File: src/rtl/register_file_param.sv
// register_file_param: parametrised 2-read/1-write register file with registered reads,
// a sequenced clear-all sweep with BUSY status, and optional forwarding (macro REGFILE_BYPASS_EN).
module register_file_param #(
  parameter int DATA_WIDTH = 32,
  parameter int ADDR_WIDTH = 5
) (
  input  logic                  CLK,
  input  logic                  RST,
  input  logic                  READ,
  input  logic                  WRITE,
  input  logic                  CLR,
  input  logic [ADDR_WIDTH-1:0] ADDR_R1,
  input  logic [ADDR_WIDTH-1:0] ADDR_R2,
  input  logic [ADDR_WIDTH-1:0] ADDR_W,
  input  logic [DATA_WIDTH-1:0] DATA_W,
  output logic [DATA_WIDTH-1:0] DATA_R1,
  output logic [DATA_WIDTH-1:0] DATA_R2,
  output logic                  RD_VALID,
  output logic                  BUSY
);

  localparam int DEPTH = 2 ** ADDR_WIDTH;

  typedef enum logic [0:0] {
    IDLE  = 1'b0,
    CLEAR = 1'b1
  } state_t;

  state_t                  state;
  state_t                  next_state;
  logic [ADDR_WIDTH-1:0]   sweep_cnt;
  logic                    sweep_last;
  logic [DATA_WIDTH-1:0]   mem [DEPTH];
  logic                    wr_en;
  logic [ADDR_WIDTH-1:0]   wr_addr;
  logic [DATA_WIDTH-1:0]   wr_data;
  logic                    rd_accept;
  logic [DATA_WIDTH-1:0]   rd_data1;
  logic [DATA_WIDTH-1:0]   rd_data2;

  assign sweep_last = (sweep_cnt == {ADDR_WIDTH{1'b1}});

  // Next-state logic: CLR is only honoured in IDLE, so a held CLR cannot restart a sweep.
  always_comb begin
    next_state = state;
    case (state)
      IDLE: begin
        if (CLR) next_state = CLEAR;
        else     next_state = IDLE;
      end
      CLEAR: begin
        if (sweep_last) next_state = IDLE;
        else            next_state = CLEAR;
      end
      default: next_state = IDLE;
    endcase
  end

  // Single write port, owned by the sweep while clearing.
  always_comb begin
    wr_en   = 1'b0;
    wr_addr = {ADDR_WIDTH{1'b0}};
    wr_data = {DATA_WIDTH{1'b0}};
    if (state == CLEAR) begin
      wr_en   = 1'b1;
      wr_addr = sweep_cnt;
      wr_data = {DATA_WIDTH{1'b0}};
    end else begin
      wr_en   = WRITE;
      wr_addr = ADDR_W;
      wr_data = DATA_W;
    end
  end

  // Read data selection; forwarding is only reachable in IDLE because rd_accept gates it.
  always_comb begin
    rd_accept = READ && (state == IDLE);
    rd_data1  = mem[ADDR_R1];
    rd_data2  = mem[ADDR_R2];
`ifdef REGFILE_BYPASS_EN
    if (WRITE && (ADDR_W == ADDR_R1)) rd_data1 = DATA_W;
    else                              rd_data1 = mem[ADDR_R1];
    if (WRITE && (ADDR_W == ADDR_R2)) rd_data2 = DATA_W;
    else                              rd_data2 = mem[ADDR_R2];
`endif
  end

  // State register.
  always_ff @(posedge CLK or posedge RST) begin
    if (RST) state <= IDLE;
    else     state <= next_state;
  end

  // Sweep index walks 0..DEPTH-1 and parks at 0 outside a sweep.
  always_ff @(posedge CLK or posedge RST) begin
    if (RST)                                   sweep_cnt <= {ADDR_WIDTH{1'b0}};
    else if ((state == CLEAR) && !sweep_last)  sweep_cnt <= sweep_cnt + ADDR_WIDTH'(1);
    else                                       sweep_cnt <= {ADDR_WIDTH{1'b0}};
  end

  // Storage array.
  always_ff @(posedge CLK or posedge RST) begin
    if (RST) begin
      for (int i = 0; i < DEPTH; i++) mem[i] <= {DATA_WIDTH{1'b0}};
    end else if (wr_en) begin
      mem[wr_addr] <= wr_data;
    end
  end

  // Registered read outputs and status; data holds when no read is accepted.
  always_ff @(posedge CLK or posedge RST) begin
    if (RST) begin
      DATA_R1  <= {DATA_WIDTH{1'b0}};
      DATA_R2  <= {DATA_WIDTH{1'b0}};
      RD_VALID <= 1'b0;
      BUSY     <= 1'b0;
    end else begin
      RD_VALID <= rd_accept;
      BUSY     <= (next_state == CLEAR);
      if (rd_accept) begin
        DATA_R1 <= rd_data1;
        DATA_R2 <= rd_data2;
      end
    end
  end

endmodule

File: config.mk
export PLATFORM = sky130hd
export DESIGN_NAME = register_file_param
export DESIGN_NICKNAME = d
export VERILOG_FILES = /design/src/rtl/register_file_param.sv
export SDC_FILE = /design/constraint.sdc
export NUM_CORES = 2
export LEC_CHECK = 0
export BUFFER_PORTS_ARGS = -buffer_cell sky130_fd_sc_hd__buf_2
export CAP_MARGIN = 20
export CORE_UTILIZATION = 25
export DETAILED_ROUTE_END_ITERATION = 6
export HOLD_SLACK_MARGIN = 0.12
export PLACE_DENSITY_LB_ADDON = 0.15
export SYNTH_ARGS = -nofsm -noshare
export SYNTH_HDL_FRONTEND = slang
export SYNTH_SLANG_ARGS = --single-unit
File: constraint.sdc
create_clock -name CLK -period 41.7 [get_ports CLK]
set_input_delay 12.51 -clock CLK [delete_from_list [all_inputs] [get_ports CLK]]
set_output_delay 12.51 -clock CLK [all_outputs]
set_load 0.05 [all_outputs]
# Yosys cells after proc, flatten, opt, wreduce, memory -nomap -nowiden
# Cells that the tools add are included.
totals:
  ff_bits: 1095
  latchBits: 0
  ramBits: 0
  rom_bits: 0
  output_inout_bits: 66
  word_cells: 67
  n_memories: 0
classes:
  n_addsub: 1
  mul: 0
  n_div: 0
  order_cmp: 4
  eq_ne: 1
  shift: 0
  mux: 16
  bitwise: 4
  reduce_logical: 4
op_table:
  columns: ["cell", "n"]
  rows:
  - ["1024-bit bitwise mux", 1]
  - ["32-bit binary-select mux with 5-bit select", 2]
  - ["32-bit 2-to-1 mux", 6]
  - ["32-bit demux with 5-bit select", 1]
  - ["6-bit >= comparator (second input constant)", 3]
  - ["5-bit inverter with 6-bit output", 3]
  - ["5-bit 2-to-1 mux", 2]
  - ["6-bit by 1-bit < comparator with 1-bit output (second input constant)", 1]
  - ["5-bit by 1-bit adder with 5-bit output (second input constant)", 1]
  - ["5-bit == test (second input constant)", 1]
  - ["1-bit logical AND", 3]
  - ["1-bit 2-to-1 mux", 3]
  - ["1-bit case mux with 2 select lines", 1]
  - ["1-bit logical NOT", 1]
  - ["1-bit inverter", 1]

# Longest topological paths before layout
depth:
  ltp_word: 7
  ltp_mapped: 10
  mapped_depth_nobuf: 5

# Worst setup path before layout
# OpenSTA, ideal clock, no wires.
synth_timing:
  kind: "input-to-reg"
  from: "input ADDR_R1[0]"
  to: "register DATA_R1[31]"
  arrival_time_ns: 13.862
  slack_ns: 27.735
  stages: 8
  n_path_buf: 4
  cell_sequence: "buf_4 buf_6 buf_6 buf_6 mux2i_1 a221oi_1 o22ai_1 o41ai_2"
synth_via:
  elab_chain_cells: 4
synth_lines:
  columns: ["element", "line_no", "rtl"]
  rows:
  - ["start, declared", "12", "input logic [ADDR_WIDTH-1:0] ADDR_R1,"]
  - ["5-bit inverter with 6-bit output (implied by the code)", "78", "rd_data1 = mem[ADDR_R1];"]
  - ["32-bit binary-select mux with 5-bit select", "78", null]
  - ["32-bit 2-to-1 mux (implied by the code) (2 in a row)", "78", null]
  - ["end signal, assigned", "113", "DATA_R1 <= {DATA_WIDTH{1'b0}};"]
  - ["end signal, assigned", "121", "DATA_R1 <= rd_data1;"]
  - ["end, declared", "16", "output logic [DATA_WIDTH-1:0] DATA_R1,"]
# Every way passes these cells. The select of a mux whose other input is x is not followed.
# A chain may end at the register's enable or synchronous reset.

==> impl_metrics.py <==
metrics = {
    "yosys": {
        "synth.most_common_cell": "nand2_1",
        "yosysWarningCount": 0,
        "yosys-top-cells-area": "dfrtp_1 48%, mux2i_1 18%, nand2_1 7.3%",
        "syn_avg_cell_area_sq_um": 9.97,
        "yosys.cell_types.count": 44,
        "synth_commonest_cells": "1,101 x nand2_1, 1,095 x dfrtp_1, 1,024 x mux2i_1",
        "synthFlopType": "dfrtp_1",
        "syn_nets": 5743,
        "synth_top_cell_area_share_pct": 48.3,
        "syn_area_sq_um": 56700,
        "syn_inst": 5689,
        "yosysTopAreaCell": "dfrtp_1",
        "ys_ff_latch": 1095,
        "synth_edf_count": 0,
        "synthArstFlopShare_pct": 100,
        "yosysSeqAreaShare_pct": 48.3,
    },
    "drt": {
        "vias": 43300,
        "firstDrtPassIters": 7,
        "ant_nets": 0,
        "drt-initial-drc-count": 3127,
        "drt-total-wl_microns": 228000,
        "viasPerCell": 5.03,
        "wl_per_cell_microns": 26.5,
        "route.detailed.drc": 8,
    },
    "timing": {
        "min_period_ns": 16.52,
        "setup_viol": 0,
        "rsz0062_at_grt": "false",
        "fin_crit_sh_pct": 39.6,
        "clock_skew_ns": 0.0298,
        "max_freq_mhz": 60.5,
        "drv_slew": 0,
        "worst_slew_pin_slew_ns": 1.16,
        "hold_viol": 0,
        "tns_ns": 0,
        "setup_ws_ns": 25.18,
        "relSlewSlack_pct": 22.8,
    },
    "worst_setup_path": {
        "ff2ff_path_depth": 5,
        "worstPathCellList": "buf_2, clkinvlp_4, buf_12, buf_4, buf_4, buf_4, buf_4, buf_4",
        "crit_buf_inv": 8,
        "cp.required_ns": 42.48,
        "crit_path_end_kind": "asynchronous set/reset pin",
        "rrSetupSlack_ns": 38.14,
        "cp.arrival_ns": 17.30,
        "crit_top_cell": "buf_4",
        "r2r_end": "DATA_R1[16]",
        "cp_max_fo": 151,
        "path_delay_family": "buffers and inverters",
        "path_depth": 8,
        "crit_slowest_cell": "buf_4",
        "critPathMaxStageDelay_ns": 0.84,
        "start_kind": "input port",
        "r2r-start": "BUSY",
        "crit_type": "input port to asynchronous set/reset pin",
    },
    "die": {
        "dieArea_sq_um": 229000,
        "die_w_microns": 478,
        "core_sq_um": 225000,
        "initial_core_util_pct": 25.2,
        "rows": 174,
        "ios": 118,
        "die_h_microns": 478,
    },
    "run": {
        "max-cap-violations": 0,
    },
    "cells_and_area": {
        "areaGrowthSynthToFinish_pct": 13.4,
        "nets": 5564,
        "drive_gt1_share_pct": 10.3,
        "fin_util_pct": 28.6,
        "n_fill_cell": 23700,
        "multi_input_area_sq_um": 26900,
        "register_area_sq_um": 27400,
    },
    "grt": {
        "grt_pass1_wl_microns": 331000,
        "antenna_found_initial": 13,
        "grt_max_degree": 152,
        "first_global_vias": 44200,
        "globalRouteOverflowTotal": 0,
        "grt.total_usage_pct": 19.8,
    },
    "min_path": {
        "hp-start": "DATA_R1[30]",
        "whs_path_depth": 2,
        "hold_path_class": "flip-flop to flip-flop",
        "min_to": "DATA_R1[30]",
    },
    "power_and_ir_drop": {
        "p_per_area_nw_per_um2": 50.3,
        "vdd_ir_drop_max_uv": 50.0,
        "p_leak_nw": 28.6,
    },
    "clock_network": {
        "htreeDepth": 4,
        "cts.root.buffer_cell": "clkbuf_16",
        "numCtsBuffers": 139,
        "cts-resized-gates": 0,
        "cts_sinks": 1095,
        "cts_tree": "yes",
        "clk_pin_slew_ns": 0.06,
        "post_cts_buffers": 0,
        "hold_buffers": 0,
        "cts_buffer_depth": 3,
        "clkLatencyLatePin_ns": 0.80,
    },
    "place": {
        "port_buffers": 117,
        "place_congestion": 0.740,
        "dp_slack_ns": 24.14,
        "hpwlAfterDp_microns": 121000,
    },
    "outcome": {
        "status": "complete, but fails checks",
        "violations": "design-rule violations",
    },
}
cell type report:
class | count | share of cell area [%]
clock inverters | 36 | 0.621
flip-flops and latches | 1095 | 42.6
repair buffers | 241 | 2.70
inverters | 5 | 0.0350
diodes | 4 | 0.0156
well taps | 2992 | 5.82
multi-input cells | 4028 | 41.8
clock buffers | 206 | 6.37
power by group:
| part | switching (mW) | internal (mW) | leakage [nW] |
|---|---|---|---|
| sequential | 0.116 | 1.19 | 15.1 |
| clock | 0.496 | 0.715 | 2.20 |
| combinational | 0.506 | 0.207 | 11.3 |
worst reg2reg max path, stage by stage (launching register included):
cell and delay (ns):
dfrtp_4 0.73, nand2b_4 0.68, buf_4 0.81, buf_4 0.87, nand2_1 0.26, o41ai_2 0.09
stage by stage:
step	hold slack [ns]	instances	area [sq um]	total power, mW
after floorplan	0.468	5689	56700	1.78
after global routing	0.497	8605	64300	3.39
after global placement	0.460	8353	59600	2.04
final	0.480	8607	64300	3.23
after CTS	0.479	8603	64300	3.28
after detailed placement	0.464	8361	59800	2.05
per-layer routing:
| metal | GRT usage [%] | vias up | part of all wire [%] |
|---|---|---|---|
| met5 | 0 | - | 0.016 |
| met2 | 33.3 | 851 | 48 |
| met4 | 4.52 | 6 | 2.0 |
| met1 | 26.8 | 22000 | 47 |
| met3 | 2.37 | 277 | 3.6 |
| li1 | - | 20200 | - |
state kept, by name, indices dropped and copies added, names as in the netlist:
| name | flops |
|---|---|
| RD_VALID | 1 |
| mem | 1024 |
| BUSY | 1 |
| DATA_R1 | 32 |
| DATA_R2 | 32 |
| sweep_cnt | 5 |
cell families after synthesis:
| group | count (synthesis) | share of synthesized area (%) |
|---|---|---|
| multiplexers | 1026 | 18.1 |
| flip-flops | 1095 | 48.3 |
| adder cells (fa/ha/maj) | 2 | 0.0441 |
| AO/OA/AOI/OAI | 1805 | 20.4 |
| XOR/XNOR | 2 | 0.0309 |
| buffers and inverters | 566 | 4.73 |
| AND/OR/NAND/NOR | 1193 | 8.40 |
cell usage in the layout, fill, tap and decap left out, types with 4 or more instances in the layout:
master / count
a21oi_4: 5
a22oi_1: 256
dfrtp_1: 1094
bufinv_16: 6
clkinv_8: 4
buf_4: 108
diode_2: 4
a221oi_1: 128
clkbuf_1: 35
clkinv_2: 18
buf_12: 8
nand2b_1: 33
nand2_4: 34
o21ai_0: 700
o41ai_2: 64
clkbuf_16: 143
nand2b_4: 5
nand2_1: 1090
clkinvlp_4: 6
o21ai_1: 325
clkbuf_8: 28
nor2_1: 6
mux2i_1: 1024
a21oi_1: 128
buf_8: 7
inv_1: 4
nor2b_4: 4
o22ai_1: 64
nand3_1: 4
buf_2: 115
nand3b_1: 4
a22o_1: 128
how the worst max path moves through the flow:
stage	endpoint	slack [ns]	start
after floorplan	BUSY	14.08	RST
after global routing	DATA_R2[5]	24.49	RST
final	DATA_R2[5]	25.18	RST
after global placement	mem[261]	24.15	RST
after detailed placement	mem[421]	24.14	RST
after CTS	mem[421]	24.99	RST
No activity file was read; power rests on OpenSTA's default activity.
